## config.mk

```make
export PLATFORM = sky130hd
export DESIGN_NAME = control_sequencer_flat
export DESIGN_NICKNAME = d
export VERILOG_FILES = /design/src/rtl/control_sequencer_if.sv /design/src/rtl/control_sequencer.sv /design/src/flat_wrapper.sv
export SDC_FILE = /design/constraint.sdc
export NUM_CORES = 1
export LEC_CHECK = 0
export CAP_MARGIN = 20
export CORE_MARGIN = 2
export CORE_UTILIZATION = 24
export DETAILED_ROUTE_END_ITERATION = 6
export MAX_ROUTING_LAYER = met4
export PLACE_DENSITY_LB_ADDON = 0.08
export SYNTH_ARGS = -nofsm -noshare
export SYNTH_HDL_FRONTEND = slang
export SYNTH_SLANG_ARGS = --single-unit
```

## constraint.sdc

```tcl
create_clock -name clock -period 2.66 [get_ports clock]
set_clock_uncertainty 0.2 [all_clocks]
set_input_delay 0.798 -clock clock [delete_from_list [all_inputs] [get_ports clock]]
set_output_delay 0.798 -clock clock [all_outputs]
set_load 0.02 [all_outputs]
```

## src/rtl/control_sequencer_if.sv

```systemverilog
// Control bus between the hardwired sequencer and the datapath: the IR and Stop
// inputs plus every strobe, register-select control and ALU opcode.
interface control_sequencer_if #(
    parameter int OPW = 5
);
    logic [31:0]    IR;
    logic           Stop;
    logic           PCout;
    logic           MARin;
    logic           IncPC;
    logic           ZLowIn;
    logic           ZLowOut;
    logic           PCin;
    logic           Read;
    logic           MDRin;
    logic           MDRout;
    logic           IRin;
    logic           Yin;
    logic           Gra;
    logic           Grb;
    logic           Grc;
    logic           Rin;
    logic           Rout;
    logic [OPW-1:0] ALUop;
    logic           Run;
    logic           Illegal;

    modport master (
        input  IR, Stop,
        output PCout, MARin, IncPC, ZLowIn, ZLowOut, PCin, Read, MDRin, MDRout,
               IRin, Yin, Gra, Grb, Grc, Rin, Rout, ALUop, Run, Illegal
    );

    modport slave (
        output IR, Stop,
        input  PCout, MARin, IncPC, ZLowIn, ZLowOut, PCin, Read, MDRin, MDRout,
               IRin, Yin, Gra, Grb, Grc, Rin, Rout, ALUop, Run, Illegal
    );
endinterface

```

## src/rtl/control_sequencer.sv

```systemverilog
// Hardwired control unit: three fetch states then up to three execute states,
// decoding register-ALU ops, nop, halt and the Stop request from the IR.
module control_sequencer #(
    parameter int OPW  = 5,
    parameter int REGW = 4
) (
    input  logic                clock,
    input  logic                clear,
    control_sequencer_if.master bus
);
    typedef enum logic [2:0] {
        S_RST, S_T0, S_T1, S_T2, S_T3, S_T4, S_T5, S_HALTED
    } state_t;

    localparam logic [OPW-1:0] OP_ADD  = OPW'(5'b00011);
    localparam logic [OPW-1:0] OP_SUB  = OPW'(5'b00100);
    localparam logic [OPW-1:0] OP_AND  = OPW'(5'b00101);
    localparam logic [OPW-1:0] OP_OR   = OPW'(5'b00110);
    localparam logic [OPW-1:0] OP_NEG  = OPW'(5'b10001);
    localparam logic [OPW-1:0] OP_NOT  = OPW'(5'b10010);
    localparam logic [OPW-1:0] OP_NOP  = OPW'(5'b11010);
    localparam logic [OPW-1:0] OP_HALT = OPW'(5'b11011);

    state_t         state_reg;
    state_t         state_next;
    state_t         end_state;
    logic [OPW-1:0] opcode;
    logic           is_rtype;
    logic           is_unary;
    logic           is_nop;
    logic           is_halt;

    // Register fields are routed by the datapath's select-and-encode logic, not here.
    logic [3*REGW-1:0]          unused_reg_fields;
    logic [31-OPW-3*REGW:0]     unused_low_bits;
    assign unused_reg_fields = bus.IR[31-OPW -: 3*REGW];
    assign unused_low_bits   = bus.IR[31-OPW-3*REGW:0];

    assign opcode   = bus.IR[31 -: OPW];
    assign is_rtype = (opcode == OP_ADD) || (opcode == OP_SUB) ||
                      (opcode == OP_AND) || (opcode == OP_OR);
    assign is_unary = (opcode == OP_NEG) || (opcode == OP_NOT);
    assign is_nop   = (opcode == OP_NOP);
    assign is_halt  = (opcode == OP_HALT);

    // Stop is only honoured at the instruction boundary.
    assign end_state = bus.Stop ? S_HALTED : S_T0;

    always_ff @(posedge clock or posedge clear) begin
        if (clear) begin
            state_reg <= S_RST;
        end else begin
            state_reg <= state_next;
        end
    end

    always_comb begin
        state_next  = state_reg;
        bus.PCout   = 1'b0;
        bus.MARin   = 1'b0;
        bus.IncPC   = 1'b0;
        bus.ZLowIn  = 1'b0;
        bus.ZLowOut = 1'b0;
        bus.PCin    = 1'b0;
        bus.Read    = 1'b0;
        bus.MDRin   = 1'b0;
        bus.MDRout  = 1'b0;
        bus.IRin    = 1'b0;
        bus.Yin     = 1'b0;
        bus.Gra     = 1'b0;
        bus.Grb     = 1'b0;
        bus.Grc     = 1'b0;
        bus.Rin     = 1'b0;
        bus.Rout    = 1'b0;
        bus.ALUop   = '0;
        bus.Run     = 1'b0;
        bus.Illegal = 1'b0;

        case (state_reg)
            S_RST: begin
                state_next = S_T0;
            end
            S_T0: begin
                bus.Run    = 1'b1;
                bus.PCout  = 1'b1;
                bus.MARin  = 1'b1;
                bus.IncPC  = 1'b1;
                bus.ZLowIn = 1'b1;
                state_next = S_T1;
            end
            S_T1: begin
                bus.Run     = 1'b1;
                bus.ZLowOut = 1'b1;
                bus.PCin    = 1'b1;
                bus.Read    = 1'b1;
                bus.MDRin   = 1'b1;
                state_next  = S_T2;
            end
            S_T2: begin
                bus.Run    = 1'b1;
                bus.MDRout = 1'b1;
                bus.IRin   = 1'b1;
                state_next = S_T3;
            end
            S_T3: begin
                bus.Run = 1'b1;
                if (is_rtype) begin
                    bus.Grb    = 1'b1;
                    bus.Rout   = 1'b1;
                    bus.Yin    = 1'b1;
                    state_next = S_T4;
                end else if (is_unary) begin
                    bus.Grb    = 1'b1;
                    bus.Rout   = 1'b1;
                    bus.ALUop  = opcode;
                    bus.ZLowIn = 1'b1;
                    state_next = S_T4;
                end else if (is_halt) begin
                    state_next = S_HALTED;
                end else begin
                    bus.Illegal = !is_nop;
                    state_next  = end_state;
                end
            end
            S_T4: begin
                bus.Run = 1'b1;
                if (is_rtype) begin
                    bus.Grc    = 1'b1;
                    bus.Rout   = 1'b1;
                    bus.ALUop  = opcode;
                    bus.ZLowIn = 1'b1;
                    state_next = S_T5;
                end else if (is_unary) begin
                    bus.ZLowOut = 1'b1;
                    bus.Gra     = 1'b1;
                    bus.Rin     = 1'b1;
                    state_next  = end_state;
                end else begin
                    // IR changed under an executing op: close the instruction quietly.
                    state_next = end_state;
                end
            end
            S_T5: begin
                bus.Run     = 1'b1;
                bus.ZLowOut = 1'b1;
                bus.Gra     = 1'b1;
                bus.Rin     = 1'b1;
                state_next  = end_state;
            end
            S_HALTED: begin
                state_next = S_HALTED;
            end
            default: begin
                state_next = S_RST;
            end
        endcase
    end
endmodule

```

## src/flat_wrapper.sv

```systemverilog
// flat-port wrapper written by rule: the top's interface ports become plain ports
module control_sequencer_flat 
#(
    parameter int OPW  = 5,
    parameter int REGW = 4
)
  (clock, clear, bus_IR, bus_Stop, bus_PCout, bus_MARin, bus_IncPC, bus_ZLowIn, bus_ZLowOut, bus_PCin, bus_Read, bus_MDRin, bus_MDRout, bus_IRin, bus_Yin, bus_Gra, bus_Grb, bus_Grc, bus_Rin, bus_Rout, bus_ALUop, bus_Run, bus_Illegal);
  control_sequencer_if #(.OPW(OPW)) bus_i ();
  input  logic clock;
  input  logic clear;
  input wire logic [$bits(bus_i.IR)-1:0] bus_IR;
  input wire logic [$bits(bus_i.Stop)-1:0] bus_Stop;
  output wire logic [$bits(bus_i.PCout)-1:0] bus_PCout;
  output wire logic [$bits(bus_i.MARin)-1:0] bus_MARin;
  output wire logic [$bits(bus_i.IncPC)-1:0] bus_IncPC;
  output wire logic [$bits(bus_i.ZLowIn)-1:0] bus_ZLowIn;
  output wire logic [$bits(bus_i.ZLowOut)-1:0] bus_ZLowOut;
  output wire logic [$bits(bus_i.PCin)-1:0] bus_PCin;
  output wire logic [$bits(bus_i.Read)-1:0] bus_Read;
  output wire logic [$bits(bus_i.MDRin)-1:0] bus_MDRin;
  output wire logic [$bits(bus_i.MDRout)-1:0] bus_MDRout;
  output wire logic [$bits(bus_i.IRin)-1:0] bus_IRin;
  output wire logic [$bits(bus_i.Yin)-1:0] bus_Yin;
  output wire logic [$bits(bus_i.Gra)-1:0] bus_Gra;
  output wire logic [$bits(bus_i.Grb)-1:0] bus_Grb;
  output wire logic [$bits(bus_i.Grc)-1:0] bus_Grc;
  output wire logic [$bits(bus_i.Rin)-1:0] bus_Rin;
  output wire logic [$bits(bus_i.Rout)-1:0] bus_Rout;
  output wire logic [$bits(bus_i.ALUop)-1:0] bus_ALUop;
  output wire logic [$bits(bus_i.Run)-1:0] bus_Run;
  output wire logic [$bits(bus_i.Illegal)-1:0] bus_Illegal;
  assign bus_i.IR = bus_IR;
  assign bus_i.Stop = bus_Stop;
  assign bus_PCout = bus_i.PCout;
  assign bus_MARin = bus_i.MARin;
  assign bus_IncPC = bus_i.IncPC;
  assign bus_ZLowIn = bus_i.ZLowIn;
  assign bus_ZLowOut = bus_i.ZLowOut;
  assign bus_PCin = bus_i.PCin;
  assign bus_Read = bus_i.Read;
  assign bus_MDRin = bus_i.MDRin;
  assign bus_MDRout = bus_i.MDRout;
  assign bus_IRin = bus_i.IRin;
  assign bus_Yin = bus_i.Yin;
  assign bus_Gra = bus_i.Gra;
  assign bus_Grb = bus_i.Grb;
  assign bus_Grc = bus_i.Grc;
  assign bus_Rin = bus_i.Rin;
  assign bus_Rout = bus_i.Rout;
  assign bus_ALUop = bus_i.ALUop;
  assign bus_Run = bus_i.Run;
  assign bus_Illegal = bus_i.Illegal;
  control_sequencer #(.OPW(OPW), .REGW(REGW)) u_core (.clock(clock), .clear(clear), .bus(bus_i));
endmodule
```

==> out/qor.log, run 1 <==
qor: logic_synthesis.count_of_yosys_warnings_during_synthesis 0
qor: setup_path.crit-reg2reg-launch u_core.state_reg[0]
qor: logic_synthesis.syn-instance-count 71
qor: logic_synthesis.synth_seq_area_share 15.2%
qor: final_layout.layout-drive-gt1-share 53.5%
qor: setup_path.crit_path_max_fanout 6
qor: logic_synthesis.yosysMostFrequentCell nor2_1
qor: place.gp_congestion 0.773
qor: place.count_of_input_and_output_buffers 29
qor: floorplanning.rows 16
qor: logic_synthesis.syn_area_per_cell 6.94 µm²
qor: timing.finalHoldViolations 0
qor: floorplanning.io-pin-count 58
qor: cts.cts_inserted_buffers 3
qor: worst_hold_path.min-delay-path-class reg -> reg
qor: final_layout.flow.area_growth_from_synthesis 111%
qor: route.totalWireLength 1530 µm
qor: route.first_iter_violations 4
qor: outcome.failed_checks setup timing
qor: setup_path.setup.reg_to_reg.worst_slack 1.05 ns
qor: final_layout.num_antenna_cells 0
qor: setup_path.setup.worst_path.class in -> out
qor: route.routed_via_density 4.52
qor: final_layout.net_count_reported_at_finish 150
qor: setup_path.timing.critical_path.slowest_stage_cell a211o_4
qor: logic_synthesis.synth_cell_types 31
qor: floorplanning.area_of_the_core_region 1940 µm²
qor: logic_synthesis.synth.net_count 106
qor: floorplanning.fp.dieH 49.3 µm
qor: power_and_ir_drop.p_leak 0.479 nW
qor: run.max-cap-violations 0
qor: route.routed-via-count 637
qor: setup_path.critical_path.cell_chain buf_8 > a21bo_1 > a211o_4 > mux2i_4 > and3_4 > buf_6
qor: route.drtAntennaViolNets 0
qor: global_routing.grt_pass1_wl 2560 µm
qor: logic_synthesis.synth_largest_type_area_fraction 15.2%
qor: logic_synthesis.synth_ff_type dfrtp_1
qor: timing.final_clock_period_utilization_by_the_worst_path 111%
qor: setup_path.type_of_element_launching_the_critical_path input port
qor: timing.postLayoutSetupSlackWorst -0.292 ns
qor: setup_path.critical_path_end_type output port
qor: timing.finalWorstPathRequiredPeriod 2.95 ns
qor: place.setup_slack_at_placement -1.24 ns
qor: cts.total_clock_sinks 3
qor: cts.cts-root-to-sink-buffers 2
qor: timing.grt_setup_unrepaired yes
qor: global_routing.number_of_global_route_vias_before_repair 630
qor: floorplanning.start_util 25.4%
qor: worst_hold_path.timing.hold.worst.start u_core.state_reg[0]
qor: power_and_ir_drop.totalPowerFinal 0.789 mW
qor: final_layout.largest_register_ff_count 3
qor: logic_synthesis.synth_edf_count 0
qor: route.post-route-drc-count 0
qor: global_routing.grt.overflow.total 0
qor: logic_synthesis.netlist_top_cells_area dfrtp_1 (15%), buf_4 (11%), nor2_1 (9.1%)
qor: power_and_ir_drop.vdd.ir_drop.worst 0.000626 V
qor: cts.clock_insertion_delay_worst_skew 0.23 ns
qor: place.hpwl 1190 µm
qor: power_and_ir_drop.power.density 758 nW/µm²
qor: route.drt-wirelength-per-cell 10.9 µm
qor: timing.fmaxAchievable 0.339 GHz
qor: outcome.result_of_the_run complete, but fails checks
qor: timing.setup-violations-final 12
qor: cts.clk_pin_slew_worst_paths 0.04 ns
qor: cts.cts.root.buffer_cell clkbuf_4
qor: global_routing.initial_antenna_violation_count 0
qor: timing.max_slew_violation_total_from_the_final_report 0
qor: logic_synthesis.synth_area_leader_cell dfrtp_1
qor: global_routing.grt_max_degree 11
qor: floorplanning.die_x 49.3 µm
qor: setup_path.crit_path_max_incr_delay 0.38 ns
qor: cts.cts_tree done
qor: logic_synthesis.postSynth.asyncResetShare 100%
qor: floorplanning.die_area 2430 µm²
qor: logic_synthesis.synth_commonest_cells nor2_1 (12), buf_4 (7), a21oi_1 (5)
qor: global_routing.global_route.usage.total 13.3%
qor: setup_path.worst-endpoint-required 1.66 ns
qor: logic_synthesis.synth.ff_latch_count 3
qor: route.drt-pass1-iter-count 4
qor: setup_path.worstPathArrival 1.95 ns
qor: cts.htree_levels 1
qor: logic_synthesis.synth_area 493 µm²
qor: setup_path.startpoint bus_IR[28]
qor: cts.cts.hold.buffers_added 0
[kinds of logic after synthesis]
logic type	count (synthesis)	synth area share (%)
flops	3	15.2
simple gates	32	35.3
mux	1	2.03
other cells	1	0.761
buf+inv	13	16.0
compound gates	19	27.2
xor+xnor	2	3.55
[layout by cell type, fill, tap and decap left out, types with 3 or more instances in the layout]
cell             instances
clkdlybuf4s50_1          4
dfrtp_1                  3
buf_6                   12
inv_1                    3
nor2_4                   3
a21oi_1                  3
buf_4                   22
nand2b_1                 3
clkbuf_4                 4
dlygate4sd2_1            7
nand2_1                  4
nor2_1                   8
[layout make-up]
class	instances	area, µm²
Tap cell	27	33.8
Clock buffer	4	26.3
Multi-Input combinational cell	55	450
Timing Repair Buffer	49	444
Inverter	3	11.3
Fill cell	196	901
Sequential cell	3	75.1
[where the power goes]
part	total, mW	internal (mW)	switching, mW
combinational	0.628	0.290	0.338
clock	0.0794	0.0562	0.0232
sequential	0.0816	0.0677	0.0140
total	0.789	0.414	0.375
[worst paths after layout]
path / end / cells past startpoint
worst max register to register: u_core.state_reg[1] / 4
worst max-delay path: bus_ALUop[0] / 6
worst min-delay path: u_core.state_reg[0] / 2
min in group asynchronous: u_core.state_reg[2] / 2
worst min register to register: u_core.state_reg[0] / 2
max in group asynchronous: u_core.state_reg[1] / 2
[timing repair]
| item | 4_1_cts | 5_1_grt |
|---|---|---|
| hold endpoints to repair | 0 | 0 |
| resized for setup | 117 | 11 |
| setup endpoints to repair | 20 | 13 |
| pin swaps | 14 | 7 |
| setup buffers | 4 | 1 |
[through the flow]
step                      instance area, µm²  utilization, %  TNS, ns  cells  hold slack, ns
after floorplan                          551               -    -1.19     71           0.310
after global placement                   911            46.9   -14.18    133           0.373
after detailed placement                 911            46.9   -14.40    133           0.388
after CTS                                980            50.5    -1.93    140           0.392
after global routing                    1040            53.6    -2.61    141           0.438
final                                   1040            53.6    -1.92    141           0.386
[worst max-delay path: cells and delay by family]
family / cells / cell delay, ns
AO/OA/AOI/OAI: 2 / 0.58
AND/OR/NAND/NOR: 1 / 0.20
buffers and inverters: 2 / 0.21
multiplexers: 1 / 0.16
[metal layers]
layer | up-vias | GRT usage, % | wire [µm]
li1 | 325 | - | -
met1 | 293 | 15.4 | 660
met2 | 19 | 23.6 | 794
met3 | 0 | 0.920 | 75
met4 | 0 | 5.24 | 0
met5 | - | - | 0
(Power assumes the default switching activity.)
==> inputs of run 2 (changes only) <==
CORE_MARGIN = unset   (was 2)
==> out/qor.log, run 2 (same netlist as run 1, synthesis figures left out) <==
qor: timing.final_clock_period_utilization_by_the_worst_path 111% [+0.44 points]
qor: floorplanning.die_x 47.3 µm [-4.1%]
qor: final_layout.largest_register_ff_count 3 [unchanged]
qor: worst_hold_path.timing.hold.worst.start u_core.state_reg[0]
qor: cts.clock_insertion_delay_worst_skew 0.23 ns [about the same]
qor: outcome.failed_checks setup timing
qor: global_routing.grt_max_degree 11 [unchanged]
qor: setup_path.setup.worst_path.class in -> out
qor: cts.clk_pin_slew_worst_paths 0.03 ns [about the same]
qor: route.totalWireLength 1620 µm [+5.9%]
qor: power_and_ir_drop.vdd.ir_drop.worst 0.000637 V [+1.7%]
qor: route.drt-pass1-iter-count 4 [unchanged]
qor: cts.cts.hold.buffers_added 0 [unchanged]
qor: timing.grt_setup_unrepaired yes
qor: place.count_of_input_and_output_buffers 29 [unchanged]
qor: setup_path.worst-endpoint-required 1.66 ns [about the same]
qor: power_and_ir_drop.p_leak 0.526 nW [+9.8%]
qor: final_layout.flow.area_growth_from_synthesis 129%
qor: setup_path.regToRegEndpoint u_core.state_reg[2]
qor: cts.htree_levels 1 [unchanged]
qor: worst_hold_path.min-delay-path-class reg -> reg
qor: global_routing.grt_pass1_wl 2460 µm [-4.0%]
qor: floorplanning.rows 16 [unchanged]
qor: floorplanning.die_area 2240 µm² [-7.9%]
qor: setup_path.type_of_element_launching_the_critical_path input port
qor: final_layout.num_antenna_cells 0 [unchanged]
qor: floorplanning.fp.dieH 47.3 µm [-4.1%]
qor: floorplanning.start_util 25.4% [unchanged]
qor: final_layout.layout-drive-gt1-share 57.1% [+3.6 points]
qor: floorplanning.io-pin-count 58 [unchanged]
qor: timing.timing.hold.ws 0.382 ns [-0.00435 ns]
qor: global_routing.number_of_global_route_vias_before_repair 591 [-6.2%]
qor: timing.finalHoldViolations 0 [unchanged]
qor: cts.cts_tree done
qor: route.first_iter_violations 10 [+6]
qor: global_routing.global_route.usage.total 16.5% [+3.2 points]
qor: setup_path.timing.reg2reg.worst_path_depth 5 [+1]
qor: place.hpwl 1170 µm [-1.3%]
qor: final_layout.final_cell_count_no_fill 146 [+3.5%]
qor: cts.cts-root-to-sink-buffers 2 [unchanged]
qor: place.place.detailed.instances 134 [+0.75%]
qor: setup_path.crit_path_max_fanout 6 [unchanged]
qor: worst_hold_path.min_to u_core.state_reg[0]
qor: cts.total_clock_sinks 3 [unchanged]
qor: power_and_ir_drop.power.density 717 nW/µm² [-5.4%]
qor: floorplanning.area_of_the_core_region 1940 µm² [unchanged]
qor: setup_path.setup.reg_to_reg.worst_slack 1.08 ns [+0.03 ns]
qor: cts.cts_inserted_buffers 3 [unchanged]
qor: timing.finalWorstPathRequiredPeriod 2.96 ns [+0.0116 ns]
qor: route.drt-wirelength-per-cell 11.1 µm [+2.3%]
qor: outcome.result_of_the_run complete, but fails checks
qor: place.gp_congestion 0.773 [about the same]
qor: final_layout.fillCellCount 194 [-1.0%]
qor: global_routing.initial_antenna_violation_count 0 [unchanged]
qor: timing.setup-violations-final 13 [+1]
qor: route.drtAntennaViolNets 0 [unchanged]
qor: global_routing.grt.overflow.total 0 [unchanged]
qor: final_layout.net_count_reported_at_finish 155 [+3.3%]
qor: timing.fmaxAchievable 0.337 GHz [-0.39%]
qor: timing.max_slew_violation_total_from_the_final_report 0 [unchanged]
qor: final_layout.mostFrequentLayoutCell buf_4
qor: setup_path.crit-reg2reg-launch u_core.state_reg[2]
qor: route.routed_via_density 4.55 [+0.82%]
qor: worst_hold_path.worstHoldPathCells 2 [unchanged]
qor: cts.cts.root.buffer_cell clkbuf_4
qor: setup_path.critical_path_end_type output port
qor: run.max-cap-violations 0 [unchanged]
qor: route.routed-via-count 665 [+4.4%]
qor: route.post-route-drc-count 0 [unchanged]
qor: timing.postLayoutSetupSlackWorst -0.304 ns [-0.0116 ns]
qor: setup_path.worstPathArrival 1.97 ns [+0.02 ns]
qor: final_layout.most-common-layout-cells buf_4 (24), buf_6 (13), nor2_1 (8), dlygate4sd2_1 (6)
run 2: per-stage QoR:
stage                     setup WS (ns)  TNS, ns  total power [mW]  cell area (µm²)  util (%)
final                            -0.304    -2.33             0.808             1130      58.1
after global routing             -0.328    -2.93             0.871             1130      58.1
after CTS                        -0.298    -1.96             0.785             1000      51.5
after detailed placement          -1.23   -14.52             0.706              918      47.3
after global placement            -1.19   -14.26             0.708              918      47.3
after floorplan                  -0.281    -1.19             0.457              551         -
run 2: per-layer routing:
metal	vias up	GRT usage [%]	share of wire [%]
met5	-	-	0
met4	0	9.71	0.49
met3	2	2.69	3.6
met2	19	26.3	50
met1	307	19.3	46
li1	337	-	-
run 2: how the worst max path moves through the flow:
stage               cells after the start        from           end  slack (ns)
global route                            7  bus_IR[29]    bus_ZLowIn       -0.33
detailed placement                      6  bus_IR[29]  bus_ALUop[1]       -1.23
CTS                                     6  bus_IR[27]  bus_ALUop[0]       -0.30
global placement                        6  bus_IR[29]  bus_ALUop[1]       -1.19
finish                                  7  bus_IR[29]    bus_ZLowIn       -0.30
floorplan                               5  bus_IR[28]  bus_ALUop[2]       -0.28
run 2: layout make-up:
type / instances / area, µm² / area share [%]
timing repair buffer: 54 / 500 / 44.4
tap: 27 / 33.8 / 3.00
multi-input combinational: 55 / 480 / 42.6
inverter: 3 / 11.3 / 0.999
clock buffer: 4 / 26.3 / 2.33
sequential: 3 / 75.1 / 6.66
run 2: critical path, stage by stage:
cell	delay, ns
buf_6	0.10
nand3b_1	0.18
a211o_4	0.40
buf_4	0.15
a21oi_2	0.11
or2_2	0.12
buf_6	0.11
run 2: where the power goes:
part	internal, mW	leakage [nW]	total (mW)	switching [mW]
registers	0.0676	0.0323	0.0810	0.0133
logic	0.300	0.478	0.647	0.347
clock network	0.0562	0.0150	0.0800	0.0238
total	0.424	0.526	0.808	0.385
run 2: repair_timing:
| item | CTS | global route |
|---|---|---|
| buffers inserted | 5 | 3 |
| endpoints found under the hold margin | 0 | 0 |
| pin swaps | 13 | 11 |
| gates resized for setup | 113 | 20 |
| setup endpoints to repair | 20 | 14 |
==> inputs of run 3 (changes only) <==
CAP_MARGIN = 30   (was 20)
==> results of run 3 <==
Final layout, timing and power as in run 2 (identical DEF).
